==> src/rtl/scarv_cop_top.sv <==
// -----------------------------------------------------------------------------
// scarv_cop_top
// Small instruction-set-extension coprocessor attached to a host CPU.
// Holds sixteen 32-bit coprocessor registers (CPR) and executes one
// instruction at a time: register moves, ALU/shift ops and word loads/stores
// over a simple stallable memory bus.
//
// Ports
//   g_clk, g_resetn        clock, synchronous active-low reset
//   g_clk_req              clock request (busy or instruction offered)
//   cpu_insn_req/ack       CPU offers instruction / CPU takes response
//   cop_insn_ack           coprocessor accepts instruction (idle)
//   cpu_abort_req          abort the in-flight instruction
//   cpu_insn_enc, cpu_rs1  encoded instruction and GPR rs1 value
//   cop_wen/waddr/wdata    GPR writeback, valid with cop_insn_rsp
//   cop_result, cop_insn_rsp  completion code and response valid
//   cop_mem_*              word-wide memory bus (cen/wen/addr/wdata/ben out,
//                          rdata/stall/error in)
// -----------------------------------------------------------------------------
module scarv_cop_top (
    input  logic        g_clk,
    input  logic        g_resetn,
    output logic        g_clk_req,
    input  logic        cpu_insn_req,
    output logic        cop_insn_ack,
    input  logic        cpu_abort_req,
    input  logic [31:0] cpu_insn_enc,
    input  logic [31:0] cpu_rs1,
    output logic        cop_wen,
    output logic [4:0]  cop_waddr,
    output logic [31:0] cop_wdata,
    output logic [2:0]  cop_result,
    output logic        cop_insn_rsp,
    input  logic        cpu_insn_ack,
    output logic        cop_mem_cen,
    output logic        cop_mem_wen,
    output logic [31:0] cop_mem_addr,
    output logic [31:0] cop_mem_wdata,
    output logic [3:0]  cop_mem_ben,
    input  logic [31:0] cop_mem_rdata,
    input  logic        cop_mem_stall,
    input  logic        cop_mem_error
);

    typedef enum logic [1:0] {
        ST_IDLE = 2'd0,
        ST_MEM  = 2'd1,
        ST_RSP  = 2'd2
    } state_t;

    localparam logic [2:0] RES_SUCCESS     = 3'd0;
    localparam logic [2:0] RES_ABORT       = 3'd1;
    localparam logic [2:0] RES_BAD_INSN    = 3'd2;
    localparam logic [2:0] RES_LD_MISALIGN = 3'd3;
    localparam logic [2:0] RES_ST_MISALIGN = 3'd4;
    localparam logic [2:0] RES_LD_BUS_ERR  = 3'd5;
    localparam logic [2:0] RES_ST_BUS_ERR  = 3'd6;

    localparam logic [4:0] OP_MV2GPR = 5'd0;
    localparam logic [4:0] OP_LDW    = 5'd10;
    localparam logic [4:0] OP_STW    = 5'd11;

    state_t      state_r;
    logic [31:0] cpr_r [16];

    logic        ack_r;
    logic        rsp_r;
    logic [2:0]  result_r;
    logic        wen_r;
    logic [4:0]  waddr_r;
    logic [31:0] wdata_r;
    logic        cen_r;
    logic        mem_wen_r;
    logic [31:0] mem_addr_r;
    logic [31:0] mem_wdata_r;
    logic [3:0]  mem_ben_r;
    logic [3:0]  pend_crd_r;   // load destination while the bus transfer runs
    logic        pend_st_r;    // in-flight memory op is a store

    logic [4:0]  op_s;
    logic [3:0]  crs1_s;
    logic [3:0]  crs2_s;
    logic [3:0]  crd_s;
    logic [4:0]  rd_s;
    logic        bad_s;
    logic        is_mem_s;
    logic        is_st_s;
    logic        misalign_s;
    logic [31:0] src1_s;
    logic [31:0] src2_s;
    logic [63:0] rot_s;
    logic [31:0] alu_s;
    logic        alu_wr_s;
    logic        unused_s;

    // Instruction decode and datapath for the instruction currently offered.
    always_comb begin
        op_s       = cpu_insn_enc[31:27];
        crs2_s     = cpu_insn_enc[23:20];
        crs1_s     = cpu_insn_enc[18:15];
        rd_s       = cpu_insn_enc[11:7];
        crd_s      = cpu_insn_enc[10:7];
        bad_s      = (cpu_insn_enc[6:0] != 7'b0101011) || (op_s > 5'd11);
        is_mem_s   = (op_s == OP_LDW) || (op_s == OP_STW);
        is_st_s    = (op_s == OP_STW);
        misalign_s = (cpu_rs1[1:0] != 2'b00);
        src1_s     = cpr_r[crs1_s];
        src2_s     = cpr_r[crs2_s];
        // Rotate right by shifting a doubled copy; shift amount 0 is harmless.
        rot_s      = {src1_s, src1_s} >> src2_s[4:0];
        alu_wr_s   = 1'b1;
        case (op_s)
            5'd1:    alu_s = cpu_rs1;
            5'd2:    alu_s = src1_s + src2_s;
            5'd3:    alu_s = src1_s - src2_s;
            5'd4:    alu_s = src1_s ^ src2_s;
            5'd5:    alu_s = src1_s & src2_s;
            5'd6:    alu_s = src1_s | src2_s;
            5'd7:    alu_s = src1_s << src2_s[4:0];
            5'd8:    alu_s = src1_s >> src2_s[4:0];
            5'd9:    alu_s = rot_s[31:0];
            default: begin
                alu_s    = 32'h0000_0000;
                alu_wr_s = 1'b0;
            end
        endcase
    end

    // Reserved encoding fields carry no meaning for this instruction set.
    assign unused_s = ^{cpu_insn_enc[26:24], cpu_insn_enc[19], cpu_insn_enc[14:12]};

    // Control FSM, CPR file and all registered outputs.
    always_ff @(posedge g_clk) begin
        if (!g_resetn) begin
            state_r     <= ST_IDLE;
            for (int i = 0; i < 16; i++) begin
                cpr_r[i] <= 32'h0000_0000;
            end
            ack_r       <= 1'b1;
            rsp_r       <= 1'b0;
            result_r    <= RES_SUCCESS;
            wen_r       <= 1'b0;
            waddr_r     <= 5'd0;
            wdata_r     <= 32'h0000_0000;
            cen_r       <= 1'b0;
            mem_wen_r   <= 1'b0;
            mem_addr_r  <= 32'h0000_0000;
            mem_wdata_r <= 32'h0000_0000;
            mem_ben_r   <= 4'b0000;
            pend_crd_r  <= 4'd0;
            pend_st_r   <= 1'b0;
        end else begin
            case (state_r)
                ST_IDLE: begin
                    if (cpu_insn_req) begin
                        ack_r   <= 1'b0;
                        wen_r   <= 1'b0;
                        state_r <= ST_RSP;
                        rsp_r   <= 1'b1;
                        if (cpu_abort_req) begin
                            result_r <= RES_ABORT;
                        end else if (bad_s) begin
                            result_r <= RES_BAD_INSN;
                        end else if (is_mem_s && misalign_s) begin
                            result_r <= is_st_s ? RES_ST_MISALIGN : RES_LD_MISALIGN;
                        end else if (is_mem_s) begin
                            // Aligned access: bus signals stay frozen until done.
                            state_r     <= ST_MEM;
                            rsp_r       <= 1'b0;
                            cen_r       <= 1'b1;
                            mem_wen_r   <= is_st_s;
                            mem_addr_r  <= {cpu_rs1[31:2], 2'b00};
                            mem_wdata_r <= src1_s;
                            mem_ben_r   <= is_st_s ? 4'b1111 : 4'b0000;
                            pend_crd_r  <= crd_s;
                            pend_st_r   <= is_st_s;
                        end else begin
                            result_r <= RES_SUCCESS;
                            if (alu_wr_s) begin
                                cpr_r[crd_s] <= alu_s;
                            end
                            if (op_s == OP_MV2GPR) begin
                                wen_r   <= 1'b1;
                                waddr_r <= rd_s;
                                wdata_r <= src1_s;
                            end
                        end
                    end
                end
                ST_MEM: begin
                    // A completing transfer takes priority over a late abort.
                    if (!cop_mem_stall) begin
                        state_r   <= ST_RSP;
                        rsp_r     <= 1'b1;
                        cen_r     <= 1'b0;
                        mem_wen_r <= 1'b0;
                        if (cop_mem_error) begin
                            result_r <= pend_st_r ? RES_ST_BUS_ERR : RES_LD_BUS_ERR;
                        end else begin
                            result_r <= RES_SUCCESS;
                            if (!pend_st_r) begin
                                cpr_r[pend_crd_r] <= cop_mem_rdata;
                            end
                        end
                    end else if (cpu_abort_req) begin
                        state_r   <= ST_RSP;
                        rsp_r     <= 1'b1;
                        cen_r     <= 1'b0;
                        mem_wen_r <= 1'b0;
                        result_r  <= RES_ABORT;
                    end
                end
                ST_RSP: begin
                    if (cpu_insn_ack) begin
                        state_r <= ST_IDLE;
                        rsp_r   <= 1'b0;
                        wen_r   <= 1'b0;
                        ack_r   <= 1'b1;
                    end
                end
                default: begin
                    state_r <= ST_IDLE;
                    rsp_r   <= 1'b0;
                    wen_r   <= 1'b0;
                    cen_r   <= 1'b0;
                    ack_r   <= 1'b1;
                end
            endcase
        end
    end

    assign g_clk_req     = (state_r != ST_IDLE) || cpu_insn_req;
    assign cop_insn_ack  = ack_r;
    assign cop_insn_rsp  = rsp_r;
    assign cop_result    = result_r;
    assign cop_wen       = wen_r;
    assign cop_waddr     = waddr_r;
    assign cop_wdata     = wdata_r;
    assign cop_mem_cen   = cen_r;
    assign cop_mem_wen   = mem_wen_r;
    assign cop_mem_addr  = mem_addr_r;
    assign cop_mem_wdata = mem_wdata_r;
    assign cop_mem_ben   = mem_ben_r;

endmodule

==> config.mk <==
export PLATFORM = sky130hd
export DESIGN_NAME = scarv_cop_top
export DESIGN_NICKNAME = d
export VERILOG_FILES = /design/src/rtl/scarv_cop_top.sv
export SDC_FILE = /design/constraint.sdc
export NUM_CORES = 2
export LEC_CHECK = 0
export BUFFER_PORTS_ARGS = -buffer_cell sky130_fd_sc_hd__clkbuf_2
export CAP_MARGIN = 20
export CORE_MARGIN = 1
export CORE_UTILIZATION = 32
export CTS_CLUSTER_DIAMETER = 60
export DETAILED_ROUTE_END_ITERATION = 16
export GPL_TIMING_DRIVEN = 1
export PLACE_DENSITY = 0.44
export SYNTH_ARGS = -nofsm -noshare
export SYNTH_HDL_FRONTEND = slang
export SYNTH_SLANG_ARGS = --single-unit
==> constraint.sdc <==
create_clock -name g_clk -period 11.05 [get_ports g_clk]
set_input_delay 1.6575 -clock g_clk [delete_from_list [all_inputs] [get_ports g_clk]]
set_output_delay 1.6575 -clock g_clk [all_outputs]
set_load 0.01 [all_outputs]
# After elaboration in Yosys (flattened, before gate mapping)
# Memory sizes are Yosys's and may differ from the RTL's.
# Cells that the tools add are included.
[word_totals]
memories = 1
ff_bits = 118
mem_bits_rw = 512
inputBits = 103
output_inout_bits = 114
elab_cells = 149
[mem_list]
columns = ["memory", "words", "width", "rd", "rd_clocked_by_memory_dff", "wr", "line_no", "text"]
rows = [
  ["cpr_r", 16, 32, 2, 0, 16, "64", "logic [31:0] cpr_r [16];"],
]
[op_classes]
bitwise_logic = 9
shift = 3
n_addsub = 2
muxes = 78
eq_ne = 22
order_cmp = 1
n_reduce_logical = 19
[op_table]
columns = ["cell", "count"]
rows = [
  ["32-bit case mux with 9 select lines", 1],
  ["32-bit 2-to-1 mux", 2],
  ["32-bit OR reduction", 2],
  ["64-bit by 5-bit >> shifter with 32-bit output", 1],
  ["1-bit 2-to-1 mux", 47],
  ["32-bit adder", 1],
  ["32-bit AND", 1],
  ["32-bit bitwise OR", 1],
  ["32-bit by 5-bit left shift with 32-bit output", 1],
  ["32-bit by 5-bit >> shifter with 32-bit output", 1],
  ["32-bit subtractor", 1],
  ["32-bit bitwise XOR", 1],
  ["3-bit 2-to-1 mux", 9],
  ["7-bit AND reduction", 3],
  ["5-bit by 3-bit equality test with 1-bit output (second input constant)", 4],
  ["5-bit by 4-bit equality test with 1-bit output (second input constant)", 4],
  ["2-bit 2-to-1 mux", 9],
  ["4-bit 2-to-1 mux", 3],
  ["2-bit inequality test (second input constant)", 6],
  ["1-bit case mux with 3 select lines", 4],
  ["5-bit by 2-bit equality test with 1-bit output (second input constant)", 2],
  ["9-bit OR reduction", 1],
  ["7-bit by 6-bit inequality test with 1-bit output (second input constant)", 1],
  ["1-bit NOT", 6],
  ["other kinds (17)", 22],
]

# Logic depth before layout (Yosys ltp)
[logic_depth]
ltp_word = 15
depth_mapped = 28
mapped_depth_nobuf = 22

# Least setup slack after synthesis
# OpenSTA, ideal clock, no wires.
[synth_timing]
kind = "input port to flip-flop"
start = "input port cpu_insn_enc[22]"
end = "memory cpr_r[3][29] (data pin)"
cell_stages = 27
n_path_buf = 7
t_arrival_ns = 7.206
required_time_ns = 10.784
setup_time_ns = 0.266
setup_slack_ns = 3.578
path_cell_list = "buf_2 -> clkbuf_1 -> mux4_2 -> a22o_1 -> nor2_2 -> buf_2 -> buf_2 -> buf_2 -> buf_2 -> ha_1 -> nand3_1 -> nor2b_1 -> a41oi_1 -> xnor2_1 -> ha_1 -> a21o_1 -> a21o_1 -> a21o_1 -> or3b_2 -> a31oi_1 -> nor2_1 -> a21oi_1 -> xnor2_1 -> a21oi_1 -> a31o_2 -> buf_1 -> nor2_1"
[synth_rtl]
columns = ["element", "line_no", "text"]
rows = [
  ["from (decl)", "27", "input logic [31:0] cpu_insn_enc,"],
  ["to (decl)", "64", ""],
]

==> flow_summary.toml <==
[final_layout]
syn2layout_area_growth_pct = 13.2
final_cells = 5251
layout-drive-gt1-share_pct = 23.7
num-nets-final = 3779

[clocking]
tritoncts = "done"
postCtsSetupBuffers = 0
clock_latency_ps = 670
holdBufCountCts = 0
path_clk_slew_ps = 60
clock_sinks = 626
cts_resized = 0
h-tree-depth = 3
cts_buffers = 80
root_buffer = "clkbuf_16"
clock_path_buffers = 3

[power_and_ir_drop]
ir_drop_v = 0.000106
total_power_mw = 6.68
powerDensity_nw_per_um2 = 151
leakagePower_nw = 15.6

[place]
place_hpwl_mm = 110
finalWeightedCongestion = 1.06
portBuffers = 207
dp_cells = 5102

[timing]
final-hold-violation-count = 0
slew_violations = 0
worst_pin_slew_ps = 1250
fmax_ghz = 0.115
max-slew-margin-rel_pct = 17.0
min_period_over_period_pct = 78.8
holdWs_ps = 464
rsz0062_at_grt = "no"
fin_skew_ps = 31.1
min_period_ps = 8700
finalSetupTns_ps = 0
setup_viol = 0

[global_route]
antenna_found_initial = 1
grt_max_degree = 90
grt_pass1_vias = 30200
grt_pass1_wl_mm = 232
gr-total-overflow = 0
grt_use_total_pct = 26.7

[floorplanning]
start_util_pct = 32.4
io_pins = 217
row_count = 127
core_area_um2 = 120000
die_w_um = 351
die_y_um = 351
dieArea_um2 = 123000

[setup_path]
critPathSlowestCell = "nor3b_1"
cp_max_fo = 66
end_kind = "flip-flop"
critPathBufInv = 4
crit_chain = "clkbuf_8 -> mux4_2 -> a22o_1 -> a221oi_4 -> inv_2 -> nor3_2 -> nand3_1 -> nor3b_1 -> nor2_1 -> xnor2_1 -> ha_1 -> nand4_1 -> a211oi_1 -> buf_4 -> o211ai_1 -> o311a_1 -> nor3_1 -> o21ai_0 -> a2111oi_4 -> buf_4 -> nor3_1"
cp.arrival_ps = 9080
cp-start-kind = "input pin"
cpLargestDelayFamily = "simple AND/OR/NAND/NOR gates"
critPathKind = "input pin to flip-flop"
crit_required_ps = 11420
worst_path_largest_cell_delay_ps = 870

[synth]
ys.flop_type = "edfxtp_1"
yosys_register_bits = 626
synthCells = 3477
yosysSeqAreaShare_pct = 45.3
synth_edf_count = 512
yosys_warnings = 0
synth_area_per_cell_um2 = 11.2
netlist_area_um2 = 39000
async_flop_share_pct = 0
yosysUniqueCellTypes = 94

[job]
maxCapViolations = 0

[routing]
drtAntennaViolNets = 0
first_pass_iters = 6
drt-wirelength-per-cell_um = 31.6
route.detailed.drc = 0
vias = 30500
routed_wl_mm = 166
drt-initial-drc-count = 3348
vias_per_cell = 5.81

[run_status]
status = "completed"

[min_path]
hp-class = "flip-flop to flip-flop"
-- cell usage after synthesis, drive strengths merged, types with 25 or more instances --
cell      n  area, um2
nand2   359       1350
and2     51        319
a221oi   49        678
a22oi    56        425
ha      103       1290
nor3     73        420
o21ai   129        661
nor2    581       2180
mux4    266       5990
mux2     25        282
edfxtp  512      15400
o22ai    27        169
a21oi   127        647
a211oi   25        193
dfxtp   114       2280
buf     135        856
a22o     38        333
nand3    41        205
xnor2    46        410
inv      78        293
a21boi   79        593
mux2i   129       1290
clkbuf  160        601
-- sequential cells by signal, summed over array words and instances (netlist names), 2 cells and up --
name           cells
cpr_r            512
state_r            2
cop_mem_wdata     32
cop_wdata         32
cop_mem_addr      30
pend_crd_r         4
cop_result         3
cop_waddr          5
-- metal layers --
metal	global-route usage [%]	share of wire [%]	wire [um]
met1	32.8	40	66000
met2	45.1	49	80800
met3	4.41	6.3	10400
met4	13.3	5.2	8680
met5	0	0	0
-- worst reg2reg max path, cell delays in order (launching register included) --
cell       delay, ps
edfxtp_1         400
mux4_2           470
a22o_1           270
a221oi_4         390
inv_2             80
nor3_2           240
nand3_1          390
nor3b_1          880
nor2_1           190
xnor2_1          180
ha_1             440
nand4_1          560
a211oi_1         400
buf_4            220
o211ai_1         210
o311a_1          430
nor3_1           390
o21ai_0          240
a2111oi_4        240
buf_4            300
nor3_1           100
-- path summary, 6_finish.rpt --
kind / to / cells past startpoint / start / slack (ps)
setup / recovery: cpr_r[15][28] / 21 / cpu_insn_enc[20] / 2350
hold / removal: cop_mem_addr[21] / 2 / cop_mem_addr[21] / 460
setup reg to reg: cpr_r[15][28] / 20 / cpr_r[12][3] / 3770
hold reg to reg: cop_mem_addr[21] / 2 / cop_mem_addr[21] / 460
-- cell families after synthesis --
group                    share of synthesized area (%)
AO/OA/AOI/OAI                                     13.1
XOR/XNOR                                          1.28
adder cells (fa/ha/maj)                           3.36
buffers and inverters                             4.50
flip-flops                                        45.3
multiplexers                                      19.4
other                                          0.00962
AND/OR/NAND/NOR                                   13.0
-- cell type report --
class	count	area (um2)
diodes	1	2.50
clock buffers	102	2140
clock inverters	46	437
fillers	11900	76200
inverters	79	297
multi-input cells	2478	19700
flip-flops and latches	626	17700
well taps	1612	2020
repair buffers	307	1830
-- where the power goes --
group | internal, mW | switching, mW | total, mW
clock | 1.52 | 1.10 | 2.62
sequential | 2.61 | 0.0341 | 2.64
combinational | 0.474 | 0.939 | 1.41
-- cells in the final DEF (no fill, tap or decap), types with 11 or more instances in the layout --
| cell | instances |
|---|---|
| a31oi_1 | 18 |
| mux2i_1 | 128 |
| nand3_1 | 40 |
| nand2_2 | 31 |
| nor3_1 | 60 |
| clkinv_2 | 14 |
| a221oi_2 | 23 |
| o21a_1 | 17 |
| a221oi_1 | 20 |
| clkbuf_2 | 201 |
| mux4_2 | 266 |
| o22ai_1 | 27 |
| a21boi_0 | 79 |
| and2_1 | 49 |
| and3_1 | 18 |
| buf_4 | 102 |
| dfxtp_1 | 114 |
| nand2_1 | 325 |
| xnor2_1 | 45 |
| inv_2 | 22 |
| edfxtp_1 | 512 |
| a21oi_1 | 125 |
| ha_1 | 103 |
| a211oi_1 | 24 |
| nor2_1 | 578 |
| a22oi_1 | 55 |
| inv_1 | 56 |
| nor3_2 | 13 |
| clkbuf_1 | 17 |
| o211ai_1 | 24 |
| mux2_2 | 25 |
| o31ai_1 | 11 |
| nor2b_1 | 16 |
| o21ai_0 | 115 |
| clkbuf_16 | 82 |
| o221ai_1 | 11 |
| a22o_1 | 38 |
| a21o_1 | 23 |
-- per-stage QoR --
step / instance area (um2) / util (%) / setup slack, ps
3_3_place_gp: 41500 / 34.5 / 1910
6_report: 44100 / 36.7 / 2350
5_1_grt: 44100 / 36.7 / 2040
3_5_place_dp: 41500 / 34.5 / 1970
4_1_cts: 44100 / 36.7 / 2640
2_1_floorplan: 39000 / - / 3580
No activity file was read; power rests on OpenSTA's default activity.
